`src/rtl/dfii_wb_responder_if.sv`:
```
// rtl/dfii_wb_responder_if.sv - Wishbone classic bus bundle for the DFII register bank
interface dfii_wb_responder_if;
    logic [29:0] adr;
    logic [31:0] dat_w;
    logic [31:0] dat_r;
    logic [3:0]  sel;
    logic        cyc;
    logic        stb;
    logic        we;
    logic        ack;

    modport master (output adr, dat_w, sel, cyc, stb, we, input dat_r, ack);
    modport slave  (input adr, dat_w, sel, cyc, stb, we, output dat_r, ack);
endinterface

```
`src/rtl/dfii_wb_responder.sv`:
```
// rtl/dfii_wb_responder.sv - DFII software-injection register bank driving DFI phase 0
module dfii_wb_responder #(
    parameter logic [29:0] BASE_ADR = 30'h2400,
    parameter int          ADDR_W   = 14,
    parameter int          BA_W     = 3,
    parameter int          DATA_W   = 32
) (
    input  logic                 clk,
    input  logic                 rst_n,
    dfii_wb_responder_if.slave   wb,
    output logic                 dfii_sel,
    output logic                 dfi_cke,
    output logic                 dfi_odt,
    output logic                 dfi_reset_n,
    output logic                 dfi_cs_n,
    output logic                 dfi_ras_n,
    output logic                 dfi_cas_n,
    output logic                 dfi_we_n,
    output logic [ADDR_W-1:0]    dfi_address,
    output logic [BA_W-1:0]      dfi_bank,
    output logic                 dfi_wrdata_en,
    output logic                 dfi_rddata_en,
    output logic [DATA_W-1:0]    dfi_wrdata,
    input  logic [DATA_W-1:0]    dfi_rddata,
    input  logic                 dfi_rddata_valid
);
    localparam logic [2:0] OFF_CONTROL  = 3'd0;
    localparam logic [2:0] OFF_COMMAND  = 3'd1;
    localparam logic [2:0] OFF_ISSUE    = 3'd2;
    localparam logic [2:0] OFF_ADDRESS  = 3'd3;
    localparam logic [2:0] OFF_BADDRESS = 3'd4;
    localparam logic [2:0] OFF_WRDATA   = 3'd5;
    localparam logic [2:0] OFF_RDDATA   = 3'd6;

    typedef enum logic {IDLE, FIRE} state_t;

    logic [3:0]        control_q;
    logic [5:0]        command_q;
    logic [ADDR_W-1:0] address_q;
    logic [BA_W-1:0]   bank_q;
    logic [DATA_W-1:0] wrdata_q;
    logic [DATA_W-1:0] rddata_q;

    logic        pend_q;
    logic        ack_q;
    logic [31:0] dat_r_q;
    logic        req_hit;
    logic        do_access;
    logic        wr_en;
    logic        issue;
    logic [2:0]  off;
    logic [31:0] bmask;
    logic [31:0] rd_val;

    state_t state_q, state_d;
    logic   cs_n_d, ras_n_d, cas_n_d, we_n_d, wren_d, rden_d;

    function automatic logic [31:0] merge(input logic [31:0] old_val,
                                          input logic [31:0] new_val,
                                          input logic [31:0] mask);
        return (old_val & ~mask) | (new_val & mask);
    endfunction

    assign off       = wb.adr[2:0];
    assign req_hit   = wb.cyc & wb.stb & (wb.adr[29:3] == BASE_ADR[29:3]);
    assign do_access = pend_q & req_hit;
    assign wr_en     = do_access & wb.we;
    assign issue     = wr_en & (off == OFF_ISSUE) & wb.sel[0] & wb.dat_w[0] & ~control_q[0];

    always_comb begin
        bmask = '0;
        for (int i = 0; i < 4; i++) bmask[8*i +: 8] = {8{wb.sel[i]}};
    end

    always_comb begin
        rd_val = '0;
        case (off)
            OFF_CONTROL:  rd_val = 32'(control_q);
            OFF_COMMAND:  rd_val = 32'(command_q);
            OFF_ADDRESS:  rd_val = 32'(address_q);
            OFF_BADDRESS: rd_val = 32'(bank_q);
            OFF_WRDATA:   rd_val = 32'(wrdata_q);
            OFF_RDDATA:   rd_val = 32'(rddata_q);
            default:      rd_val = '0;
        endcase
    end

    // The edge that drops ack also samples the next request, so held strobes ack every other cycle.
    always_ff @(posedge clk or negedge rst_n) begin
        if (!rst_n) begin
            pend_q  <= 1'b0;
            ack_q   <= 1'b0;
            dat_r_q <= '0;
        end else if (ack_q) begin
            ack_q   <= 1'b0;
            dat_r_q <= '0;
            pend_q  <= req_hit;
        end else if (pend_q) begin
            pend_q  <= 1'b0;
            ack_q   <= req_hit;
            dat_r_q <= (req_hit && !wb.we) ? rd_val : '0;
        end else begin
            pend_q  <= req_hit;
        end
    end

    assign wb.ack   = ack_q;
    assign wb.dat_r = dat_r_q;

    always_ff @(posedge clk or negedge rst_n) begin
        if (!rst_n) begin
            control_q <= 4'h1;
            command_q <= '0;
            address_q <= '0;
            bank_q    <= '0;
            wrdata_q  <= '0;
            rddata_q  <= '0;
        end else begin
            if (dfi_rddata_valid) rddata_q <= dfi_rddata;
            if (wr_en) begin
                case (off)
                    OFF_CONTROL:  control_q <= 4'(merge(32'(control_q), wb.dat_w, bmask));
                    OFF_COMMAND:  command_q <= 6'(merge(32'(command_q), wb.dat_w, bmask));
                    OFF_ADDRESS:  address_q <= ADDR_W'(merge(32'(address_q), wb.dat_w, bmask));
                    OFF_BADDRESS: bank_q    <= BA_W'(merge(32'(bank_q), wb.dat_w, bmask));
                    OFF_WRDATA:   wrdata_q  <= DATA_W'(merge(32'(wrdata_q), wb.dat_w, bmask));
                    default:      ;
                endcase
            end
        end
    end

    assign dfii_sel    = control_q[0];
    assign dfi_cke     = control_q[1];
    assign dfi_odt     = control_q[2];
    assign dfi_reset_n = control_q[3];
    assign dfi_address = address_q;
    assign dfi_bank    = bank_q;
    assign dfi_wrdata  = wrdata_q;

    always_ff @(posedge clk or negedge rst_n) begin
        if (!rst_n) state_q <= IDLE;
        else        state_q <= state_d;
    end

    always_comb begin
        state_d = state_q;
        cs_n_d  = 1'b1;
        ras_n_d = 1'b1;
        cas_n_d = 1'b1;
        we_n_d  = 1'b1;
        wren_d  = 1'b0;
        rden_d  = 1'b0;
        case (state_q)
            IDLE: if (issue) state_d = FIRE;
            FIRE: begin
                state_d = IDLE;
                cs_n_d  = ~command_q[0];
                we_n_d  = ~command_q[1];
                cas_n_d = ~command_q[2];
                ras_n_d = ~command_q[3];
                wren_d  = command_q[4];
                rden_d  = command_q[5];
            end
            default: state_d = IDLE;
        endcase
    end

    // Command lines are re-registered so the pulse lands one cycle after FIRE is entered.
    always_ff @(posedge clk or negedge rst_n) begin
        if (!rst_n) begin
            dfi_cs_n      <= 1'b1;
            dfi_ras_n     <= 1'b1;
            dfi_cas_n     <= 1'b1;
            dfi_we_n      <= 1'b1;
            dfi_wrdata_en <= 1'b0;
            dfi_rddata_en <= 1'b0;
        end else begin
            dfi_cs_n      <= cs_n_d;
            dfi_ras_n     <= ras_n_d;
            dfi_cas_n     <= cas_n_d;
            dfi_we_n      <= we_n_d;
            dfi_wrdata_en <= wren_d;
            dfi_rddata_en <= rden_d;
        end
    end
endmodule

```
`src/flat_wrapper.sv`:
```
// flat-port wrapper written by rule: the top's interface ports become plain ports
module dfii_wb_responder_flat 
#(
    parameter logic [29:0] BASE_ADR = 30'h2400,
    parameter int          ADDR_W   = 14,
    parameter int          BA_W     = 3,
    parameter int          DATA_W   = 32
)
  (clk, rst_n, dfii_sel, dfi_cke, dfi_odt, dfi_reset_n, dfi_cs_n, dfi_ras_n, dfi_cas_n, dfi_we_n, dfi_address, dfi_bank, dfi_wrdata_en, dfi_rddata_en, dfi_wrdata, dfi_rddata, dfi_rddata_valid, wb_adr, wb_dat_w, wb_sel, wb_cyc, wb_stb, wb_we, wb_dat_r, wb_ack);
  dfii_wb_responder_if wb_i ();
  input  logic clk;
  input  logic rst_n;
  output logic dfii_sel;
  output logic dfi_cke;
  output logic dfi_odt;
  output logic dfi_reset_n;
  output logic dfi_cs_n;
  output logic dfi_ras_n;
  output logic dfi_cas_n;
  output logic dfi_we_n;
  output logic [ADDR_W-1:0] dfi_address;
  output logic [BA_W-1:0] dfi_bank;
  output logic dfi_wrdata_en;
  output logic dfi_rddata_en;
  output logic [DATA_W-1:0] dfi_wrdata;
  input  logic [DATA_W-1:0] dfi_rddata;
  input  logic dfi_rddata_valid;
  input wire logic [$bits(wb_i.adr)-1:0] wb_adr;
  input wire logic [$bits(wb_i.dat_w)-1:0] wb_dat_w;
  input wire logic [$bits(wb_i.sel)-1:0] wb_sel;
  input wire logic [$bits(wb_i.cyc)-1:0] wb_cyc;
  input wire logic [$bits(wb_i.stb)-1:0] wb_stb;
  input wire logic [$bits(wb_i.we)-1:0] wb_we;
  output wire logic [$bits(wb_i.dat_r)-1:0] wb_dat_r;
  output wire logic [$bits(wb_i.ack)-1:0] wb_ack;
  assign wb_i.adr = wb_adr;
  assign wb_i.dat_w = wb_dat_w;
  assign wb_i.sel = wb_sel;
  assign wb_i.cyc = wb_cyc;
  assign wb_i.stb = wb_stb;
  assign wb_i.we = wb_we;
  assign wb_dat_r = wb_i.dat_r;
  assign wb_ack = wb_i.ack;
  dfii_wb_responder #(.BASE_ADR(BASE_ADR), .ADDR_W(ADDR_W), .BA_W(BA_W), .DATA_W(DATA_W)) u_core (.clk(clk), .rst_n(rst_n), .wb(wb_i), .dfii_sel(dfii_sel), .dfi_cke(dfi_cke), .dfi_odt(dfi_odt), .dfi_reset_n(dfi_reset_n), .dfi_cs_n(dfi_cs_n), .dfi_ras_n(dfi_ras_n), .dfi_cas_n(dfi_cas_n), .dfi_we_n(dfi_we_n), .dfi_address(dfi_address), .dfi_bank(dfi_bank), .dfi_wrdata_en(dfi_wrdata_en), .dfi_rddata_en(dfi_rddata_en), .dfi_wrdata(dfi_wrdata), .dfi_rddata(dfi_rddata), .dfi_rddata_valid(dfi_rddata_valid));
endmodule
```
`config.mk`:
```
export PLATFORM = sky130hd
export DESIGN_NAME = dfii_wb_responder_flat
export DESIGN_NICKNAME = d
export VERILOG_FILES = /design/src/rtl/dfii_wb_responder_if.sv /design/src/rtl/dfii_wb_responder.sv /design/src/flat_wrapper.sv
export SDC_FILE = /design/constraint.sdc
export NUM_CORES = 1
export LEC_CHECK = 0
export BUFFER_PORTS_ARGS = -buffer_cell sky130_fd_sc_hd__buf_4
export CAP_MARGIN = 20
export CORE_AREA = 2 2 110 112
export DETAILED_ROUTE_END_ITERATION = 10
export DIE_AREA = 0 0 112 114
export PLACE_DENSITY_LB_ADDON = 0.1
export SYNTH_ARGS = -nofsm -noshare
export SYNTH_HDL_FRONTEND = slang
export SYNTH_SLANG_ARGS = --single-unit
```
`constraint.sdc`:
```
create_clock -name clk -period 1.95 [get_ports clk]
set_clock_uncertainty 0.05 [all_clocks]
set_input_delay 0.39 -clock clk [delete_from_list [all_inputs] [get_ports clk]]
set_output_delay 0.39 -clock clk [all_outputs]
set_load 0.03 [all_outputs]
```
==> flow_metrics.env, run 1 <==
export IMPL_status="finished clean"
export IMPL_cts_max_path_buffers=2
export IMPL_path_max_fanout=18
export IMPL_p_seq_frac=0.448
export IMPL_async_flop_share=1.000
export IMPL_p_int_uw=4965
export IMPL_timing_setup_tns_ps=0
export IMPL_routed_via_density=5.422
export IMPL_power_share_clock=0.481
export IMPL_cts_tree="done"
export IMPL_combPwrFrac=0.071
export IMPL_die_area_sq_mm=0.01277
export IMPL_max_freq_mhz=536.5
export IMPL_ir_worst_vdd_v=0.0005395
export IMPL_syn_nets=529
export IMPL_routedWlPerCell_um=19.07
export IMPL_start_util=0.4817
export IMPL_drv_slew=0
export IMPL_gr_usage_met3=0.08927
export IMPL_die_h_um=114
export IMPL_ys_types=37
export IMPL_grt_total_usage=0.2530
export IMPL_post_cts_repair_setup_buffers=0
export IMPL_place_ws_ps=-348.7
export IMPL_insertion_delay_ps=410
export IMPL_grt_busiest_layer="met2"
export IMPL_hold_viol_final=0
export IMPL_clkSlewWorstSetupHoldPaths_ps=60
export IMPL_drt_total_wl_um=15500
export IMPL_max_cap_violations=0
export IMPL_layout_drive_gt1_share=0.5661
export IMPL_required_ps=2220
export IMPL_dp_hpwl_um=11290
export IMPL_drc=0
export IMPL_critPathArrivalTime_ps=2130
export IMPL_final_antenna_net_count=0
export IMPL_cts_repair_resized=0
export IMPL_synth_top_cell_by_area="dfrtp_1"
export IMPL_grt_pass1_wl_um=24780
export IMPL_antenna_found_initial=0
export IMPL_switching_share=0.2171
export IMPL_rr_worst_depth=6
export IMPL_worst_pin_slew_ps=642.6
export IMPL_gr_usage_met2=0.4170
export IMPL_setup_viol=0
export IMPL_rows=40
export IMPL_die_w_um=112
export IMPL_synth_area_leaders="dfrtp_1 56%, mux2_2 18%, a22oi_1 4.0%"
export IMPL_synth_cells=425
export IMPL_holdPathStages=2
export IMPL_cts_sinks=132
export IMPL_critical_path_endpoint_type="flop"
export IMPL_final_area_sq_mm=0.008304
export IMPL_grt_overflow=0
export IMPL_drt_pass1_iterations=4
export IMPL_area_growth_pct=47.19
export IMPL_relSlewSlack=0.5707
export IMPL_rsz0062_at_grt="true"
export IMPL_synth_edff_count=0
export IMPL_postPlaceCellArea_sq_mm=0.007731
export IMPL_nets=757
export IMPL_worstSetupStartpointType="input pin"
export IMPL_p_per_area_mw_per_mm2=763.7
export IMPL_port_buffers=195
export IMPL_fin_crit_sh=0.9559
export IMPL_gp_congestion=0.7992
export IMPL_ys_warn_count=0
export IMPL_syn_area_sq_mm=0.005642
export IMPL_synth_top_area_share=0.5633
export IMPL_crit_type="in -> reg"
export IMPL_syn_area_per_cell_sq_um=13.27
export IMPL_io_pins=196
export IMPL_n_antenna_cell=0
export IMPL_cts_htree_levels=4
export IMPL_worst_slack_ps=85.97
export IMPL_min_period_ps=1864
export IMPL_cts_buffers=17
export IMPL_seq_area_frac_synth=0.5866
export IMPL_ys_seq_elements=132
export IMPL_p_sw_uw=1377
export IMPL_min_path_type="in -> reg"
export IMPL_cts_root_buf="clkbuf_16"
export IMPL_grt_max_degree=34
export IMPL_cellLeakagePower_uw=0.004088
export IMPL_drt_iter0_markers=215
export IMPL_route_vias_total=4408
export IMPL_fp_coreArea_sq_mm=0.01171
export IMPL_grt_pass1_vias=4712
export IMPL_use_met1=0.3141
export IMPL_synthFlopType="dfrtp_1"
==> final cells by class <==
class                           instances  area [sq um]
Fill cell                             865          3407
Sequential cell                       132          3309
Multi-Input combinational cell        266          2377
Timing Repair Buffer                  234          1863
Clock buffer                           23         457.9
Tap cell                              147         183.9
Clock inverter                          9         105.1
Inverter                                2         7.507
==> per-layer routing <==
layer | share of wire | vias to the layer above
met1 | 0.41 | 2197
met4 | 0.015 | 0
met3 | 0.081 | 21
met5 | 0 | -
li1 | - | 2025
met2 | 0.49 | 165
==> cell usage after synthesis (4+ instances only) <==
master    count
dfstp_2       5
mux2_2       92
nor4_4        5
nor3_1        5
and2_1        4
clkbuf_1     19
nor2b_1       6
o21ai_0      30
a22o_1       12
a22oi_1      30
nand2_1      43
dfrtp_1     127
==> worst max-delay path, stage by stage <==
cell and delay, ps:
buf_4 120, nor4b_4 280, nand4_1 130, buf_4 240
or4_1 520, buf_4 230, o21ai_0 210
==> per-stage QoR <==
stage	hold slack [ps]	util	instances	power [uW]
floorplan	44.41	-	425	3036
detailed placement	252.2	0.6602	780	3342
finish	154.1	0.7091	813	6342
global route	144.3	0.7091	813	6587
CTS	145.7	0.7091	813	6385
global placement	245.2	0.6602	780	3328
==> timing repair <==
action / in CTS / in global routing
endpoints found under the setup margin: 0 / 4
hold buffers: 1 / 0
hold endpoints to repair: 28 / 0
==> cells in the final DEF (no fill, tap or decap), drive strengths merged, types with 2 or more instances in the layout <==
cell / instances
a22oi: 30
a22o: 12
nor2: 2
clkbuf: 23
dfrtp: 127
clkinvlp: 4
buf: 233
or3: 2
inv: 2
and2: 4
nand4: 2
a31oi: 2
bufinv: 2
nor4b: 6
nand2: 43
dfstp: 5
clkinv: 3
nor2b: 6
a211oi: 2
and3b: 3
o221a: 2
o21ai: 32
a221oi: 2
mux2i: 2
nor3b: 2
nor4: 9
nor3: 5
mux2: 92
==> kinds of logic after synthesis <==
logic type	count (synthesis)	share of synthesized area
AND/OR/NAND/NOR	89	0.1051
flip-flops	132	0.5866
AO/OA/AOI/OAI	83	0.1002
buffers and inverters	27	0.02085
multiplexers	94	0.1872
==> path summary, 6_finish.rpt <==
path	start	endpoint	slack, ps
worst max-delay path	wb_adr[4]	u_core.wb.dat_r[21]	90
worst min-delay path	wb_dat_w[31]	flop	150
worst max register to register	u_core.pend_q	flop	140
worst min register to register	flop	u_core.dfi_ras_n	390
max in group asynchronous	rst_n	u_core.wb.dat_r[7]	850
min in group asynchronous	rst_n	async pin	370
==> power groups by stage <==
stage	clock network, uW	logic, uW	registers (uW)
finish	3050	449	2840
global route	3250	492	2850
CTS	3080	456	2840
detailed placement	0	451	2890
global placement	0	440	2890
floorplan	0	156	2880
Note: power is estimated with default switching activity, not from simulation.
==> run 2, diff against run 1 <==
PLACE_DENSITY = 0.75   (was unset)
PLACE_DENSITY_LB_ADDON = unset   (was 0.1)
clock period = 2 ns   (was 1.95 ns; I/O delays follow)
==> run 2 against run 1 <==
Against the previous run: utilization down 0.12 points; critical path type is now reg -> reg; non-clock buffer count fell by 3; clock power grew 11%; flip-flop and latch count unchanged; critical path depth decreased by 2; routed wire length up 3.1%; largest cell class unchanged; cell area shrank 0.17%; register-to-register slack is essentially flat.
==> flow_metrics.env, run 2 (synthesis results as in run 1) <==
export IMPL_status="finished clean"
export IMPL_ir_worst_vdd_v=0.0005886
export IMPL_layout_drive_gt1_share=0.5686
export IMPL_p_sw_uw=1407
export IMPL_p_seq_frac=0.420
export IMPL_path_max_fanout=8
export IMPL_relSlewSlack=0.4718
export IMPL_min_period_ps=1868
export IMPL_required_ps=2240
export IMPL_routed_via_density=5.578
export IMPL_max_freq_mhz=535.3
export IMPL_hp_start="dfi_rddata[4]"
export IMPL_drt_pass1_iterations=4
export IMPL_port_buffers=195
export IMPL_area_growth_pct=46.95
export IMPL_die_area_sq_mm=0.01277
export IMPL_worstSetupStartpointType="flop"
export IMPL_slowest_stage="dfrtp_1"
export IMPL_dp_hpwl_um=11330
export IMPL_die_w_um=112
export IMPL_max_cap_violations=0
export IMPL_final_antenna_net_count=0
export IMPL_setup_viol=0
export IMPL_critical_path_endpoint_type="flop"
export IMPL_grt_max_degree=41
export IMPL_holdWs_ps=166.9
export IMPL_crit_type="reg -> reg"
export IMPL_timing_setup_tns_ps=0
export IMPL_worst_slack_ps=132.1
export IMPL_p_per_area_mw_per_mm2=797.2
export IMPL_critical_path_top_delay_family="simple AND/OR/NAND/NOR gates"
export IMPL_grt_pass1_wl_um=25130
export IMPL_cp_startpoint="u_core.pend_q"
export IMPL_post_cts_repair_setup_buffers=0
export IMPL_p_int_uw=5203
export IMPL_min_path_type="in -> reg"
export IMPL_reg2reg_from="u_core.pend_q"
export IMPL_rsz0062_at_grt="false"
export IMPL_drt_iter0_markers=300
export IMPL_clkSlewWorstSetupHoldPaths_ps=60
export IMPL_io_pins=196
export IMPL_rr_worst_depth=5
export IMPL_nets=754
export IMPL_r2r_setup_slack_ps=130
export IMPL_slowest_delay_ps=400
export IMPL_route_vias_total=4518
export IMPL_filler_cell_count=852
export IMPL_grt_total_usage=0.2524
export IMPL_cellLeakagePower_uw=0.004087
export IMPL_grt_overflow=0
export IMPL_placed_cells=777
export IMPL_cts_htree_levels=4
export IMPL_rows=40
export IMPL_final_cell_mix="225 x buf_4, 127 x dfrtp_1, 77 x mux2_2"
export IMPL_cp_num_buf_inv=1
export IMPL_cts_sinks=132
export IMPL_start_util=0.4817
export IMPL_worst_pin_slew_ps=790.7
export IMPL_cts_buffers=17
export IMPL_gp_congestion=0.8557
export IMPL_crit_chain="and2_1 > nand2_1 > nor4_4 > buf_12 > mux2_2"
export IMPL_hold_end="u_core.rddata_q[4]"
export IMPL_place_ws_ps=-265.2
export IMPL_switching_share=0.2128
export IMPL_cts_root_buf="clkbuf_16"
export IMPL_drc=0
export IMPL_post_route_util=0.7079
export IMPL_die_h_um=114
export IMPL_insertion_delay_ps=410
export IMPL_n_antenna_cell=0
export IMPL_power_share_clock=0.513
export IMPL_fp_coreArea_sq_mm=0.01171
export IMPL_hold_viol_final=0
export IMPL_fin_crit_sh=0.9340
export IMPL_grt_pass1_vias=4860
export IMPL_drv_slew=0
export IMPL_routedWlPerCell_um=19.74
export IMPL_antenna_found_initial=0
export IMPL_final_cells=810
export IMPL_final_common_cell="buf_4"
export IMPL_cts_max_path_buffers=2
export IMPL_cts_tree="done"
export IMPL_combPwrFrac=0.067
export IMPL_critPathArrivalTime_ps=2110
export IMPL_drt_total_wl_um=15990
export IMPL_holdPathStages=2
[run 2: power by group through the flow]
stage	clock network, uW	registers [uW]	logic, uW
6_report	3390	2780	446
4_1_cts	3420	2770	447
3_5_place_dp	0	2820	443
3_3_place_gp	0	2820	429
2_1_floorplan	0	2810	152
5_1_grt	3540	2780	481
[run 2: how the worst max path moves through the flow]
stage / slack [ps] / end / cells past startpoint
global route: 50 / flop / 7
finish: 130 / flop / 5
detailed placement: -270 / flop / 7
CTS: 50 / flop / 5
floorplan: -90 / flop / 5
global placement: -230 / flop / 7
[run 2: through the flow]
stage               cell area (sq um)  total power, uW
floorplan                        5779             2960
global placement                 7636             3245
detailed placement               7636             3264
CTS                              8288             6639
global route                     8290             6807
finish                           8290             6609
[run 2: per-layer routing]
layer | up-vias | share of wire | GRT usage
met2 | 205 | 0.52 | 0.4339
met4 | 0 | 0.025 | 0.1033
met1 | 2270 | 0.39 | 0.3030
li1 | 2016 | - | -
met5 | - | 0 | 0
met3 | 27 | 0.069 | 0.06908
[run 2: layout make-up]
| class | instances | area [sq um] | share of cell area |
|---|---|---|---|
| clock buffers | 20 | 436.7 | 0.05267 |
| clock inverters | 12 | 205.2 | 0.02475 |
| inverters | 2 | 7.507 | 0.0009055 |
| multi-input cells | 266 | 2357 | 0.2843 |
| flip-flops and latches | 132 | 3309 | 0.3992 |
| well taps | 147 | 183.9 | 0.02219 |
| repair buffers | 231 | 1790 | 0.2160 |
[run 2: timing repair]
item,CTS,global route
endpoints found under the setup margin,0,22
resized for setup,0,1
hold endpoints to repair,34,0
hold buffers,1,0
[run 2: worst register-to-register path: cells and delay by family (launching register included)]
kind / cells / cell delay, ps
buf+inv: 1 / 180
flops: 1 / 400
mux: 1 / 330
simple gates: 3 / 780
==> run 3, diff against run 2 <==
CORE_AREA = 2 2 141 143   (was 2 2 110 112)
DIE_AREA = 0 0 143 145   (was 0 0 112 114)
PLACE_DENSITY = 0.49   (was 0.75)
==> run 3 against run 2 <==
Against the previous run: routed wire length is 8.6% higher; worst setup slack better by 11 ps; flip-flop and latch count stayed put; first-iteration DRC count is 52% lower; clock power is 15% lower; critical path type is now in -> reg; largest power group unchanged.
==> flow_metrics.env, run 3 (synthesis results as in run 1) <==
export IMPL_cts_root_buf="clkbuf_16"
export IMPL_cellLeakagePower_uw=0.004069
export IMPL_critical_path_top_delay_family="simple AND/OR/NAND/NOR gates"
export IMPL_gp_congestion=0.7530
export IMPL_crit_path_frequent_cell="buf_4"
export IMPL_grt_max_degree=53
export IMPL_switching_share=0.2302
export IMPL_rows=51
export IMPL_crit_chain="buf_4 > nor4b_4 > nand4_1 > buf_4 > nor4_4 > buf_4 > mux2_2"
export IMPL_status="finished clean"
export IMPL_p_seq_frac=0.454
export IMPL_routedWlPerCell_um=18.65
export IMPL_dp_hpwl_um=12730
export IMPL_n_antenna_cell=0
export IMPL_antenna_found_initial=0
export IMPL_start_util=0.2937
export IMPL_final_antenna_net_count=0
export IMPL_nets=757
export IMPL_ir_worst_vdd_v=0.0006013
export IMPL_drt_pass1_iterations=4
export IMPL_max_freq_mhz=538.5
export IMPL_routed_via_density=4.658
export IMPL_die_w_um=143
export IMPL_hold_viol_final=0
export IMPL_critPathArrivalTime_ps=2100
export IMPL_p_sw_uw=1406
export IMPL_path_max_fanout=8
export IMPL_fin_crit_sh=0.9284
export IMPL_grt_total_usage=0.1717
export IMPL_final_area_sq_mm=0.008403
export IMPL_setup_viol=0
export IMPL_rsz0062_at_grt="false"
export IMPL_drt_total_wl_um=17360
export IMPL_postPlaceCellArea_sq_mm=0.007849
export IMPL_cts_buffers=17
export IMPL_min_period_ps=1857
export IMPL_drc=0
export IMPL_worstSetupStartpointType="input pin"
export IMPL_cts_repair_resized=0
export IMPL_fp_coreArea_sq_mm=0.01921
export IMPL_insertion_delay_ps=420
export IMPL_place_ws_ps=-278.7
export IMPL_io_pins=196
export IMPL_route_vias_total=4337
export IMPL_grt_pass1_vias=4690
export IMPL_final_cell_mix="225 x buf_4, 127 x dfrtp_1, 77 x mux2_2"
export IMPL_clkSlewWorstSetupHoldPaths_ps=60
export IMPL_relSlewSlack=0.4234
export IMPL_p_per_area_mw_per_mm2=726.7
export IMPL_min_path_type="in -> reg"
export IMPL_worst_slack_ps=143.1
export IMPL_die_area_sq_mm=0.02074
export IMPL_cts_htree_levels=4
export IMPL_crit_type="in -> reg"
export IMPL_cts_hold_repair_buffers=1
export IMPL_max_cap_violations=0
export IMPL_cts_tree="done"
export IMPL_p_int_uw=4701
export IMPL_cp_num_buf_inv=3
export IMPL_cts_sinks=132
export IMPL_cts_max_path_buffers=2
export IMPL_combPwrFrac=0.074
export IMPL_grt_overflow=0
export IMPL_grt_pass1_wl_um=27000
export IMPL_drt_iter0_markers=145
export IMPL_final_common_cell="buf_4"
export IMPL_die_h_um=145
export IMPL_layout_drive_gt1_share=0.5676
export IMPL_critical_path_endpoint_type="flop"
export IMPL_drv_slew=0
export IMPL_port_buffers=195
export IMPL_worst_pin_slew_ps=863.1
export IMPL_slowest_stage="mux2_2"
export IMPL_slowest_delay_ps=360
export IMPL_area_growth_pct=48.95
export IMPL_post_cts_repair_setup_buffers=0
export IMPL_power_share_clock=0.472
export IMPL_required_ps=2240
## run 3: cell count changes in the layout (fill, tap and decap cells not counted), sizes merged
cell,change
bufinv,-5
clkbuf,+5
buf,+3
clkinv,-2
clkinvlp,+2
## run 3: path summary, 6_finish.rpt
check / cells after the start / from / endpoint / slack [ps]
max in group asynchronous: 3 / rst_n / u_core.dfi_ras_n / 820
worst max register to register: 5 / u_core.pend_q / flop / 250
worst min-delay path: 2 / wb_dat_w[22] / flop / 160
min in group asynchronous: 2 / rst_n / u_core.rddata_q[13] / 420
worst min register to register: 1 / flop / u_core.dfi_cas_n / 380
worst max-delay path: 7 / wb_adr[4] / flop / 140
## run 3: cell type report
class                      count  area, sq um
clock buffer                  25        495.5
clock inverter                 7        48.80
fill                        1796        10800
inverter                       2        7.507
multi-input combinational    266         2360
sequential                   132         3309
tap                          265        331.6
timing repair buffer         234         1851
## run 3: per-stage QoR
step	hold slack, ps	setup TNS [ps]	utilization	power (uW)	std cells
2_1_floorplan	54.41	-2892	-	2960	425
3_3_place_gp	295.1	-17160	0.4086	3265	898
3_5_place_dp	298.9	-19120	0.4086	3277	898
4_1_cts	141.7	0	0.4375	6185	931
5_1_grt	145.2	0	0.4375	6337	931
6_report	158.0	0	0.4375	6106	931
## run 3: power by group through the flow
| stage | Clock, uW | Sequential (uW) | Combinational [uW] |
|---|---|---|---|
| 2_1_floorplan | 0 | 2810 | 152 |
| 3_3_place_gp | 0 | 2820 | 446 |
| 3_5_place_dp | 0 | 2820 | 455 |
| 4_1_cts | 2950 | 2770 | 458 |
| 5_1_grt | 3070 | 2780 | 491 |
| 6_report | 2880 | 2770 | 449 |
## run 3: per-layer routing
metal	vias to the layer above	global-route usage	share of wire
li1	2023	-	-
met1	2172	0.2136	0.43
met2	125	0.2904	0.51
met3	17	0.05083	0.053
met4	0	0.04307	0.010
met5	-	0	0
